### src/rtl/inst_queue.sv
// -----------------------------------------------------------------------------
// inst_queue
//
// Instruction queue between fetch and decode. Up to two instructions arrive per
// cycle. Each one is classified as it is written and stored with its PC in a
// circular buffer. The head entry is presented to the consumer with its class.
// A branch or jump is presented only once its delay slot (head+1) is also
// queued. The two then leave together.
//
// Ports
//   clk          rising-edge clock for all state
//   rst          synchronous active-high reset (head/tail/count -> 0)
//   flush        discard all queued entries; beats any push/pop this cycle
//   in_valid     [1:0] slot valid bits; slot1 alone is treated as no push
//   in_inst0/1   instruction words for slot0 / slot1
//   in_pc        PC of slot0 (slot1 is in_pc + 4)
//   in_ready     room for two more entries (registered count only)
//   out_valid    a head bundle is presentable
//   out_inst     head instruction (0 when not valid)
//   out_pc       head PC (PC_RESET when empty)
//   out_cls      head class (0 when not valid)
//   out_ds_inst  entry head+1 (delay slot)
//   out_ds_pc    PC of entry head+1
//   out_ready    consumer accepts the bundle
//   count        number of occupied entries
// -----------------------------------------------------------------------------
module inst_queue #(
  parameter int          DEPTH    = 8,            // power of two, >= 4
  parameter logic [31:0] PC_RESET = 32'hBFC00000
) (
  input  logic                     clk,
  input  logic                     rst,
  input  logic                     flush,
  input  logic [1:0]               in_valid,
  input  logic [31:0]              in_inst0,
  input  logic [31:0]              in_inst1,
  input  logic [31:0]              in_pc,
  output logic                     in_ready,
  output logic                     out_valid,
  output logic [31:0]              out_inst,
  output logic [31:0]              out_pc,
  output logic [2:0]               out_cls,
  output logic [31:0]              out_ds_inst,
  output logic [31:0]              out_ds_pc,
  input  logic                     out_ready,
  output logic [$clog2(DEPTH):0]   count
);

  localparam int AW = $clog2(DEPTH);
  localparam int CW = AW + 1;

  typedef enum logic [2:0] {
    CLS_ALU    = 3'd0,
    CLS_LOAD   = 3'd1,
    CLS_STORE  = 3'd2,
    CLS_BRANCH = 3'd3,
    CLS_JUMP   = 3'd4,
    CLS_PRIV   = 3'd5,
    CLS_HILO   = 3'd6,
    CLS_RI     = 3'd7
  } cls_e;

  // Pre-decode of a MIPS32 word into a coarse class used by the consumer.
  function automatic cls_e decode_cls(input logic [31:0] inst);
    logic [5:0] op;
    logic [4:0] rs;
    logic [4:0] rt;
    logic [5:0] funct;
    cls_e       c;
    op    = inst[31:26];
    rs    = inst[25:21];
    rt    = inst[20:16];
    funct = inst[5:0];
    c     = CLS_RI;
    case (op)
      6'b000000: begin
        case (funct)
          6'b000000, 6'b000010, 6'b000011, 6'b000100, 6'b000110, 6'b000111,
          6'b100000, 6'b100001, 6'b100010, 6'b100011, 6'b100100, 6'b100101,
          6'b100110, 6'b100111, 6'b101010, 6'b101011: c = CLS_ALU;
          6'b001000, 6'b001001:                       c = CLS_JUMP;
          6'b001100, 6'b001101:                       c = CLS_PRIV;
          6'b010000, 6'b010001, 6'b010010, 6'b010011,
          6'b011000, 6'b011001, 6'b011010, 6'b011011: c = CLS_HILO;
          default:                                    c = CLS_RI;
        endcase
      end
      6'b000001: begin
        if (rt == 5'b00000 || rt == 5'b00001 || rt == 5'b10000 || rt == 5'b10001)
          c = CLS_BRANCH;
      end
      6'b000010, 6'b000011:                           c = CLS_JUMP;
      6'b000100, 6'b000101, 6'b000110, 6'b000111:     c = CLS_BRANCH;
      6'b001000, 6'b001001, 6'b001010, 6'b001011,
      6'b001100, 6'b001101, 6'b001110, 6'b001111:     c = CLS_ALU;
      6'b010000: begin
        if (rs == 5'b00100 || rs == 5'b00000 || rs == 5'b10000)
          c = CLS_PRIV;
      end
      6'b100000, 6'b100001, 6'b100011, 6'b100100, 6'b100101: c = CLS_LOAD;
      6'b101000, 6'b101001, 6'b101011:                c = CLS_STORE;
      default:                                        c = CLS_RI;
    endcase
    return c;
  endfunction

  // Storage: contents are not reset, only the pointers and the count are.
  logic [31:0]   inst_mem [DEPTH];
  logic [31:0]   pc_mem   [DEPTH];
  logic [2:0]    cls_mem  [DEPTH];

  logic [AW-1:0] head_reg, head_next;
  logic [AW-1:0] tail_reg, tail_next;
  logic [CW-1:0] count_reg, count_next;

  logic          push_en;
  logic [CW-1:0] push_cnt;
  logic [CW-1:0] pop_cnt;

  logic [31:0]   slot_inst [2];
  logic [31:0]   slot_pc   [2];
  logic [2:0]    slot_cls  [2];
  logic [AW-1:0] slot_addr [2];
  logic          slot_we   [2];

  logic [2:0]    head_cls;
  logic          head_ctl;
  logic [AW-1:0] ds_addr;

  // Readiness looks only at the registered count. A pop in the same cycle
  // never opens room for a push.
  assign in_ready = (count_reg <= CW'(DEPTH - 2));
  assign push_en  = in_ready & in_valid[0] & ~flush & ~rst;

  // Per-slot write path: data, PC, class and target address.
  genvar gi;
  generate
    for (gi = 0; gi < 2; gi++) begin : g_slot
      if (gi == 0) begin : g_s0
        assign slot_inst[gi] = in_inst0;
        assign slot_we[gi]   = push_en;
      end else begin : g_s1
        assign slot_inst[gi] = in_inst1;
        assign slot_we[gi]   = push_en & in_valid[1];
      end
      assign slot_pc[gi]   = in_pc + 32'(4 * gi);
      assign slot_cls[gi]  = decode_cls(slot_inst[gi]);
      assign slot_addr[gi] = tail_reg + AW'(gi);
    end
  endgenerate

  always_ff @(posedge clk) begin
    for (int s = 0; s < 2; s++) begin
      if (slot_we[s]) begin
        inst_mem[slot_addr[s]] <= slot_inst[s];
        pc_mem[slot_addr[s]]   <= slot_pc[s];
        cls_mem[slot_addr[s]]  <= slot_cls[s];
      end
    end
  end

  // Head presentation. A branch/jump waits until its delay slot is present.
  assign head_cls = cls_mem[head_reg];
  assign head_ctl = (head_cls == CLS_BRANCH) || (head_cls == CLS_JUMP);
  assign ds_addr  = head_reg + AW'(1);

  always_comb begin
    out_valid   = 1'b0;
    out_inst    = 32'd0;
    out_cls     = 3'd0;
    out_pc      = PC_RESET;
    out_ds_inst = inst_mem[ds_addr];
    out_ds_pc   = pc_mem[ds_addr];
    if (count_reg != '0) begin
      out_pc    = pc_mem[head_reg];
      out_valid = !head_ctl || (count_reg >= CW'(2));
    end
    if (out_valid) begin
      out_inst = inst_mem[head_reg];
      out_cls  = head_cls;
    end
  end

  // Push is blocked unless two entries are free and a pop removes no more
  // than is occupied, so the count can never overflow or underflow.
  always_comb begin
    push_cnt = '0;
    pop_cnt  = '0;
    if (push_en)
      push_cnt = in_valid[1] ? CW'(2) : CW'(1);
    if (out_valid && out_ready)
      pop_cnt = head_ctl ? CW'(2) : CW'(1);

    head_next  = head_reg + pop_cnt[AW-1:0];
    tail_next  = tail_reg + push_cnt[AW-1:0];
    count_next = count_reg + push_cnt - pop_cnt;
    if (flush) begin
      head_next  = '0;
      tail_next  = '0;
      count_next = '0;
    end
  end

  always_ff @(posedge clk) begin
    if (rst) begin
      head_reg  <= '0;
      tail_reg  <= '0;
      count_reg <= '0;
    end else begin
      head_reg  <= head_next;
      tail_reg  <= tail_next;
      count_reg <= count_next;
    end
  end

  assign count = count_reg;

endmodule

### config.mk
export PLATFORM = sky130hd
export DESIGN_NAME = inst_queue
export DESIGN_NICKNAME = d
export VERILOG_FILES = /design/src/rtl/inst_queue.sv
export SDC_FILE = /design/constraint.sdc
export NUM_CORES = 1
export LEC_CHECK = 0
export ABC_AREA = 1
export CELL_PAD_IN_SITES_DETAIL_PLACEMENT = 1
export CELL_PAD_IN_SITES_GLOBAL_PLACEMENT = 1
export CORE_UTILIZATION = 42
export CTS_BUF_LIST = sky130_fd_sc_hd__clkbuf_4
export DETAILED_ROUTE_END_ITERATION = 16
export PLACE_DENSITY_LB_ADDON = 0.1
export SLEW_MARGIN = 20
export SYNTH_ARGS = -nofsm -noshare
export SYNTH_HDL_FRONTEND = slang
export SYNTH_SLANG_ARGS = --single-unit
### constraint.sdc
create_clock -name clk -period 9.2 [get_ports clk]
set_input_delay 1.38 -clock clk [delete_from_list [all_inputs] [get_ports clk]]
set_output_delay 1.38 -clock clk [all_outputs]
set_load 0.005 [all_outputs]
# After elaboration in Yosys (flattened, before gate mapping)
# Memories as Yosys holds them, arrays and structs flattened. A register that Yosys moved wholly into a read port is not among the register bits.
# Cells that the tools add are included.
# W data, S select, Z words.
classes:
  reduce_logical: 32
  bitwise_logic: 6
  order_cmp: 2
  n_addsub: 7
  n_mux: 21
  n_eq_ne: 60
ops:
  columns: ["op", "count"]
  rows:
  - ["$eq A6 B4 Y1 const B", 16]
  - ["$eq A6 B6 Y1 const B", 16]
  - ["$mux W32", 2]
  - ["$eq A6 B3 Y1 const B", 8]
  - ["$pmux W3 S8", 2]
  - ["$add A32 B3 Y32 const B", 1]
  - ["$eq A5 B5 Y1 const B", 6]
  - ["$eq A6 B2 Y1 const B", 4]
  - ["$logic_not A5 Y1", 4]
  - ["$mux W3", 6]
  - ["$reduce_or A8 Y1", 2]
  - ["$eq A6 B1 Y1 const B", 2]
  - ["$eq A6 B5 Y1 const B", 2]
  - ["$logic_not A6 Y1", 2]
  - ["$logic_or A1 B1 Y1", 12]
  - ["$mux W2", 6]
  - ["$eq A5 B1 Y1 const B", 2]
  - ["$eq A5 B3 Y1 const B", 2]
  - ["$reduce_or A5 Y1", 2]
  - ["$reduce_or A4 Y1", 2]
  - ["$add A3 B1 Y3 const B", 2]
  - ["$add A3 B3 Y3", 2]
  - ["$reduce_or A2 Y1", 3]
  - ["$reduce_or A3 Y1", 2]
  - ["other kinds (12)", 20]
totals:
  out_inout_bits: 137
  reg_bits: 10
  n_memories: 5
  mem_bits_ro: 384
  mem_bits_rw: 536
mem_list:
  columns: ["name", "depth", "word_bits", "read_ports", "rd_clocked_by_memory_dff", "wr", "line", "source"]
  rows:
  - ["inst_mem", 8, 32, 2, 1, 2, "108", "logic [31:0] inst_mem [DEPTH];"]
  - ["pc_mem", 8, 32, 2, 1, 2, "109", "logic [31:0] pc_mem [DEPTH];"]
  - ["(name not given)", 64, 3, 1, 0, 0, "77", "case (funct)"]
  - ["(name not given)", 64, 3, 1, 0, 0, "77", null]
  - ["cls_mem", 8, 3, 1, 1, 2, "110", "logic [2:0] cls_mem [DEPTH];"]

# Longest topological paths before layout
# Gate-level depths: netlist of run 1.
depth:
  depth_word: 9
  ltp_mapped: 19
  ltp_nobuf: 18

# Worst setup path after synthesis of run 1
# OpenSTA, ideal clock, no wires.
synth_path:
  path_kind: "in2reg"
  startpoint: "in flush"
  endpoint: "mem cls_mem[0][0], enable pin"
  setup_time_ns: 0.675
  required_time_ns: 8.525
  path_stages: 4
  slack_ns: -0.127
  t_arrival_ns: 8.653
  path_cell_list: "or2_1 -> nor2_2 -> nand2_2 -> o41ai_1"
synth_rtl:
  columns: ["element", "line", "source"]
  rows:
  - ["start: declaration", "33", "input logic flush,"]
  - ["end: declaration", "110", null]

# Final worst setup path of run 1
layout_path:
  startpoint: "reg head_reg[0]"
  endpoint: "out out_ds_inst[27]"
layout_via:
  elab_chain_cells: 2
layout_lines:
  columns: ["element", "line", "source"]
  rows:
  - ["start: declaration", "112", "logic [AW-1:0] head_reg, head_next;"]
  - ["start signal: assignment", "210", "head_reg <= head_next;"]
  - ["$add A3 B1 Y3", "165", "assign ds_addr = head_reg + AW'(1);"]
  - ["$mem_v2 Z8 W32", null, null]
  - ["end: declaration", "43", "output logic [31:0] out_ds_inst,"]
# Every way passes these cells.

==> metrics.md, run 1 <==
| Metric | Value |
|---|---|
| Outcome | complete, no violations |
| Critical Path Fanout Max | 69 |
| DP Wirelength | 77.4 mm |
| Port Buffer Count | 238 |
| Root Buffer | clkbuf_4 |
| Worst R2R Start | tail_reg[0] |
| Last element of the critical path | out_ds_inst[27] |
| Final hold vios | 0 |
| Leak | 14.1 nW |
| Placer Congestion | 0.824 |
| Clock-pin slew on the worst setup and hold paths | 0.07 ns |
| DRC errors left | 0 |
| Dominant cell type by area after synthesis | edfxtp_1 |
| Reg2Reg Setup Slack | 3.98 ns |
| Sink Count | 546 |
| Reg2Reg Depth | 11 |
| Area growth syn-to-layout | 14.1% |
| Top-count cell post-synth | nand2_1 |
| Vias | 31.8k |
| EDFF count, synth | 536 |
| Clock Skews | 0.0522 ns |
| Cts-stage hold buffer count | 0 |
| Gr usage total | 31.8% |
| Share of cells above drive strength 1 | 7.93% |
| Hold Path Class | reg2reg |
| CP Capture Type | primary output |
| Setup tns final | 0 ns |
| Share of the synthesized area in the top cell type | 48.4% |
| Max clock buf depth | 3 |
| CP Depth | 9 |
| Final number of setup-violating endpoints | 0 |
| Post-CTS sizing | 0 |
| Maxcap violations | 0 |
| Top_reg_cell synth | edfxtp_1 |
| Actual slew at the worst max-slew pin | 1.13 ns |
| Worst setup SP type | flip-flop |
| # Post-CTS Setup Buffers | 0 |
| Fmax | 146 MHz |
| H-tree levels | 4 |
| Number of global-route vias before repair | 32.1k |
| Drt first pass iters | 6 |
| FFs w/ async S/R, synth | 0% |
| Crit-path max cell delay | 0.73 ns |
| Synthesized cell area | 33,200 sq um |
| Synth area leaders | edfxtp_1 (48%), o21ai_0 (13%), nand2_1 (11%), nor2_1 (5.1%), a21oi_1 (3.7%) |
| Power Density | 158 nW/um^2 |
| Final wirelength | 130 mm |
| Tmin final | 6.87 ns |
| First-pass GRT wire length | 194 mm |
| Clock Latency Late Sink | 1.01 ns |
| R2R Path End | inst_mem[0][12] |
| DIE WIDTH | 283 microns |
| Critical Path AT | 5.49 ns |
| Core Area | 77,800 sq um |
| Total grt overflow | 0 |
| Critical Path, Cell by Cell | buf_16 -> ha_4 -> buf_4 -> buf_4 -> o21ai_0 -> o22ai_1 -> nor2_1 -> a31oi_1 -> clkdlybuf4s50_1 |
| Die Height | 283 microns |
| Placed inst area | 35,900 sq um |
| Die ar. | 80,300 sq um |
| Final net count | 4,403 |
| # rows | 102 |
| CP bufs+invs | 4 |
| IO Count | 239 |
| Post-Synthesis Cells | 4,178 |
| Launch point of the worst path | head_reg[0] |
| Slew Limit Fails | 0 |
| Final period util | 74.7% |
| Largest net degree at the start of global routing | 198 |
| Ys Warns | 0 |
| WP data required | 7.82 ns |
| Crit path top cell by count | buf_4 |
| Commonest cells post-synth | nand2_1 (971), o21ai_0 (853), edfxtp_1 (536), nor2_1 (450), inv_1 (267) |
| Iteration-0 DRC Markers | 2,671 |
| Antenna-violating nets left | 0 |
| Syn_area_per_cell | 7.96 sq um |
| Mapped Nets | 4,295 |
| Family with the most delay on the worst path | buffers and inverters |
| Synth cell types | 47 |
| Starting Density | 42.7% |
| RSZ-0062 raised after global routing | false |
| Sequential share of the synthesized area | 49.0% |
| Final Cell Area | 37,900 sq um |
| Max VDD drop | 0.0793 mV |
| Vias per inst | 5.85 |
| Post-synthesis register bit count | 546 |
| Initial antenna violation count | 6 |
| Slowest cell on the critical path | buf_4 |
| Critical path type | reg2out |
| TritonCTS clock tree | done |
| Worst rel slew slack | 24.4% |
| Per-cell routed wire length | 23.9 microns |
| CTS buffer count | 154 |
==> layout make-up <==
cell class / count / area, sq um
well taps: 1040 / 1300
flip-flops and latches: 546 / 16300
fillers: 9443 / 39900
inverters: 277 / 1050
repair buffers: 294 / 2900
clock inverters: 38 / 250
diodes: 2 / 5.00
multi-input cells: 3013 / 14500
clock buffers: 219 / 1640
==> power by group <==
part           internal, mW  switching, mW  total, mW
sequential             2.76         0.0140       2.77
combinational         0.351          0.568      0.919
clock                  1.20           1.09       2.29
total                  4.31           1.68       5.98
==> metal layers <==
layer / track usage (%) / routed length, microns
met3: 4.87 / 8580
met4: 12.4 / 4180
met5: 0 / 36
met1: 41.6 / 55200
met2: 52.8 / 61600
==> placed cells by master (no fill, tap or decap), types with 13 or more instances in the layout <==
cell	count
buf_4	49
o211ai_1	33
clkdlybuf4s50_1	238
a31oi_1	87
nand2_1	968
clkbuf_4	219
clkinv_1	27
inv_1	265
o21ai_1	60
o21ai_0	849
o31ai_1	33
edfxtp_1	536
nand4_1	17
nor2_1	449
inv_2	13
o22ai_1	41
nor3_1	14
xor2_1	24
mux2i_1	32
nand3_1	77
a21oi_1	247
==> kinds of logic (layout without fill, tap and decap cells) <==
| logic type | Yosys count | count (layout) | share of synthesized area [%] |
|---|---|---|---|
| AOI/OAI and AO/OA | 1371 | 1371 | 21.8 |
| DFF | 546 | 546 | 49.0 |
| other | 0 | 2 | 0 |
| adders and majority gates | 15 | 15 | 0.655 |
| and+or+nand+nor | 1565 | 1565 | 18.7 |
| xor gates and xnor gates | 30 | 30 | 0.881 |
| muxes | 32 | 32 | 0.963 |
| buffers and inverters | 619 | 828 | 7.98 |
==> per-stage QoR <==
step | util [%] | hold WS [ns] | power (mW) | std cells | worst slack, ns
finish | 48.7 | 0.680 | 5.98 | 5429 | 2.33
global route | 48.7 | 0.756 | 6.21 | 5429 | 2.04
CTS | 48.6 | 0.704 | 6.01 | 5424 | 2.02
detailed placement | 46.2 | 0.687 | 3.74 | 5167 | 2.78
global placement | 46.1 | 0.667 | 3.72 | 5166 | 2.88
floorplan | - | 0.595 | 3.30 | 4178 | -0.127
==> worst min path at each step <==
| stage | start | endpoint | slack, ns | cells past startpoint |
|---|---|---|---|---|
| 2_1_floorplan | tail_reg[0] | tail_reg[0] | 0.60 | 3 |
| 3_3_place_gp | count[0] | count[0] | 0.67 | 3 |
| 3_5_place_dp | count[0] | count[0] | 0.69 | 3 |
| 4_1_cts | count[0] | count[0] | 0.70 | 3 |
| 5_1_grt | count[0] | count[0] | 0.76 | 3 |
| 6_report | count[0] | count[0] | 0.68 | 3 |
==> worst reg2reg max path, cell delays in order (launching register included) <==
cell	delay [ns]
dfxtp_1	0.84
ha_1	0.30
nand2_1	0.06
nand2_1	0.13
inv_1	0.07
nor2_1	0.11
inv_1	0.14
nor2_4	0.82
inv_1	0.63
o41ai_2	0.33
buf_4	0.53
buf_4	0.75
No activity file was read; power rests on OpenSTA's default activity.
==> run 2: changes to the inputs <==
clock period = 6.8 ns   (was 9.2 ns; I/O delays follow)
==> metrics.md, run 2 (synthesized netlist as in run 1, its figures left out) <==
| Metric | Value |
|---|---|
| Outcome | complete, no violations |
| Crit-path max cell delay | 0.95 ns |
| Hold wc startpoint | tail_reg[2] |
| CP Capture Type | primary output |
| Total grt overflow | 0 |
| Area growth syn-to-layout | 14.2% |
| Critical Path AT | 5.08 ns |
| DRC errors left | 0 |
| CP bufs+invs | 2 |
| Leak | 14.1 nW |
| DP Wirelength | 76.2 mm |
| Worst rel slew slack | 23.8% |
| Final Util | 48.8% |
| P_sw | 2.26 mW |
| Starting Density | 42.7% |
| Antenna-violating nets left | 0 |
| Final net count | 4,403 |
| Setup tns final | 0 ns |
| Vias per inst | 5.83 |
| Max VDD drop | 0.142 mV |
| TritonCTS clock tree | done |
| Crit path top cell by count | nand2_1 |
| Hold path depth | 2 |
| Worst R2R Start | head_reg[0] |
| Core Area | 77,800 sq um |
| Port Buffer Count | 238 |
| RSZ-0062 raised after global routing | false |
| Critical Path Fanout Max | 82 |
| Drt first pass iters | 5 |
| Family with the most delay on the worst path | simple AND/OR/NAND/NOR gates |
| Max clock buf depth | 3 |
| Worst setup SP type | flip-flop |
| Gr usage total | 31.2% |
| Power Density | 214 nW/um^2 |
| Share of cells above drive strength 1 | 7.92% |
| Final wirelength | 127 mm |
| Slowest cell on the critical path | dfxtp_4 |
| Placed inst area | 36,000 sq um |
| Final number of setup-violating endpoints | 0 |
| CTS buffer count | 156 |
| Initial antenna violation count | 8 |
| Clock Latency Late Sink | 1.00 ns |
| Most frequent cells in the layout | nand2_1 (969), o21ai_0 (849), edfxtp_1 (536), nor2_1 (449), inv_1 (264) |
| Reg2Reg Depth | 14 |
| Cts-stage hold buffer count | 0 |
| # rows | 102 |
| First-pass GRT wire length | 191 mm |
| Power share of the clock group | 38.6% |
| Reg2Reg Setup Slack | 2.61 ns |
| Critical Path, Cell by Cell | buf_4 -> nand2_1 -> nand2_1 -> nand2_1 -> nand3_1 -> nand2_1 -> nand2_1 -> nand2_1 -> nand3_1 -> nand2_2 -> nor2_1 -> clkdlybuf4s50_1 |
| Hold Path Class | reg2reg |
| Post-CTS sizing | 0 |
| Fmax | 164 MHz |
| P_int | 5.86 mW |
| Final period util | 89.7% |
| IO Count | 239 |
| Clock-pin slew on the worst setup and hold paths | 0.07 ns |
| Sink Count | 546 |
| Die ar. | 80,300 sq um |
| Slew Limit Fails | 0 |
| Die Height | 283 microns |
| R2R Path End | count[3] |
| Clock Skews | 0.0898 ns |
| Tmin final | 6.10 ns |
| Final Cell Area | 38,000 sq um |
| Maxcap violations | 0 |
| Root Buffer | clkbuf_4 |
| Actual slew at the worst max-slew pin | 1.14 ns |
| DIE WIDTH | 283 microns |
| WP data required | 5.78 ns |
| Number of global-route vias before repair | 31.8k |
| Vias | 31.7k |
| # Post-CTS Setup Buffers | 0 |
| Largest net degree at the start of global routing | 186 |
| Fill count | 9,452 |
| Sequential share of power | 46.3% |
| Iteration-0 DRC Markers | 2,482 |
| Placer Congestion | 0.826 |
| H-tree levels | 4 |
| Comb pwr share | 15.1% |
| Most common library cell in the layout ignoring fill and taps | nand2_1 |
| Critical path type | reg2out |
| Sw frac | 27.8% |
| Hold endpoint | tail_reg[2] |
| Per-cell routed wire length | 23.4 microns |
| Final hold vios | 0 |
## run 2: cell types whose count changed in the layout (fill, tap and decap cells not counted), sizes merged
| cell | change |
|---|---|
| diode | +5 |
| clkbuf | +5 |
| clkinvlp | +3 |
| clkinv | +4 |
| buf | -2 |
| inv | -5 |
## run 2: final cells by class
type                    count  area [sq um]  share of cell area [%]
diodes                      7          17.5                  0.0461
well taps                1040          1300                    3.43
multi-input cells        3013         14500                    38.1
inverters                 277          1050                    2.78
clock inverters            40           275                   0.725
flip-flops and latches    546         16300                    42.9
repair buffers            292          2880                    7.57
clock buffers             224          1680                    4.43
## run 2: worst max path at each step
stage	startpoint	endpoint	slack [ns]	depth (start not counted)
after CTS	head_reg[0]	out_cls[1]	0.53	12
after detailed placement	head_reg[0]	out_cls[1]	1.68	12
final	head_reg[0]	out_inst[1]	0.70	12
after global placement	head_reg[0]	out_cls[1]	1.69	12
after floorplan	flush	cls_mem[0][0]	-2.17	4
after global routing	head_reg[0]	out_cls[0]	0.30	12
## run 2: routing by layer
metal  share of wire [%]  global-route usage (%)  vias up
li1                    -                       -    14600
met1                  42                    40.4    15700
met2                  48                    52.0     1150
met3                 6.5                    4.91      253
met4                 3.1                    12.3        4
met5               0.028                       0        -
## run 2: through the flow
| step | worst slack (ns) | power, mW | hold slack (ns) | instances |
|---|---|---|---|---|
| final | 0.703 | 8.12 | 0.722 | 5439 |
| after global routing | 0.301 | 8.44 | 0.744 | 5436 |
| after CTS | 0.529 | 8.19 | 0.702 | 5432 |
| after detailed placement | 1.68 | 5.05 | 0.708 | 5168 |
| after global placement | 1.69 | 5.02 | 0.691 | 5168 |
| after floorplan | -2.17 | 4.46 | 0.595 | 4178 |
## run 2: worst min-delay path, stage by stage (launching register included)
cell and delay, ns:
dfxtp_1 0.46, nor2_1 0.16, nor3b_1 0.05
## run 2: power groups by stage
stage	combinational [mW]	clock, mW	sequential (mW)
after floorplan	0.636	0	3.82
after global placement	1.20	0	3.83
after detailed placement	1.22	0	3.83
after CTS	1.23	3.21	3.76
after global routing	1.33	3.35	3.76
final	1.23	3.14	3.76
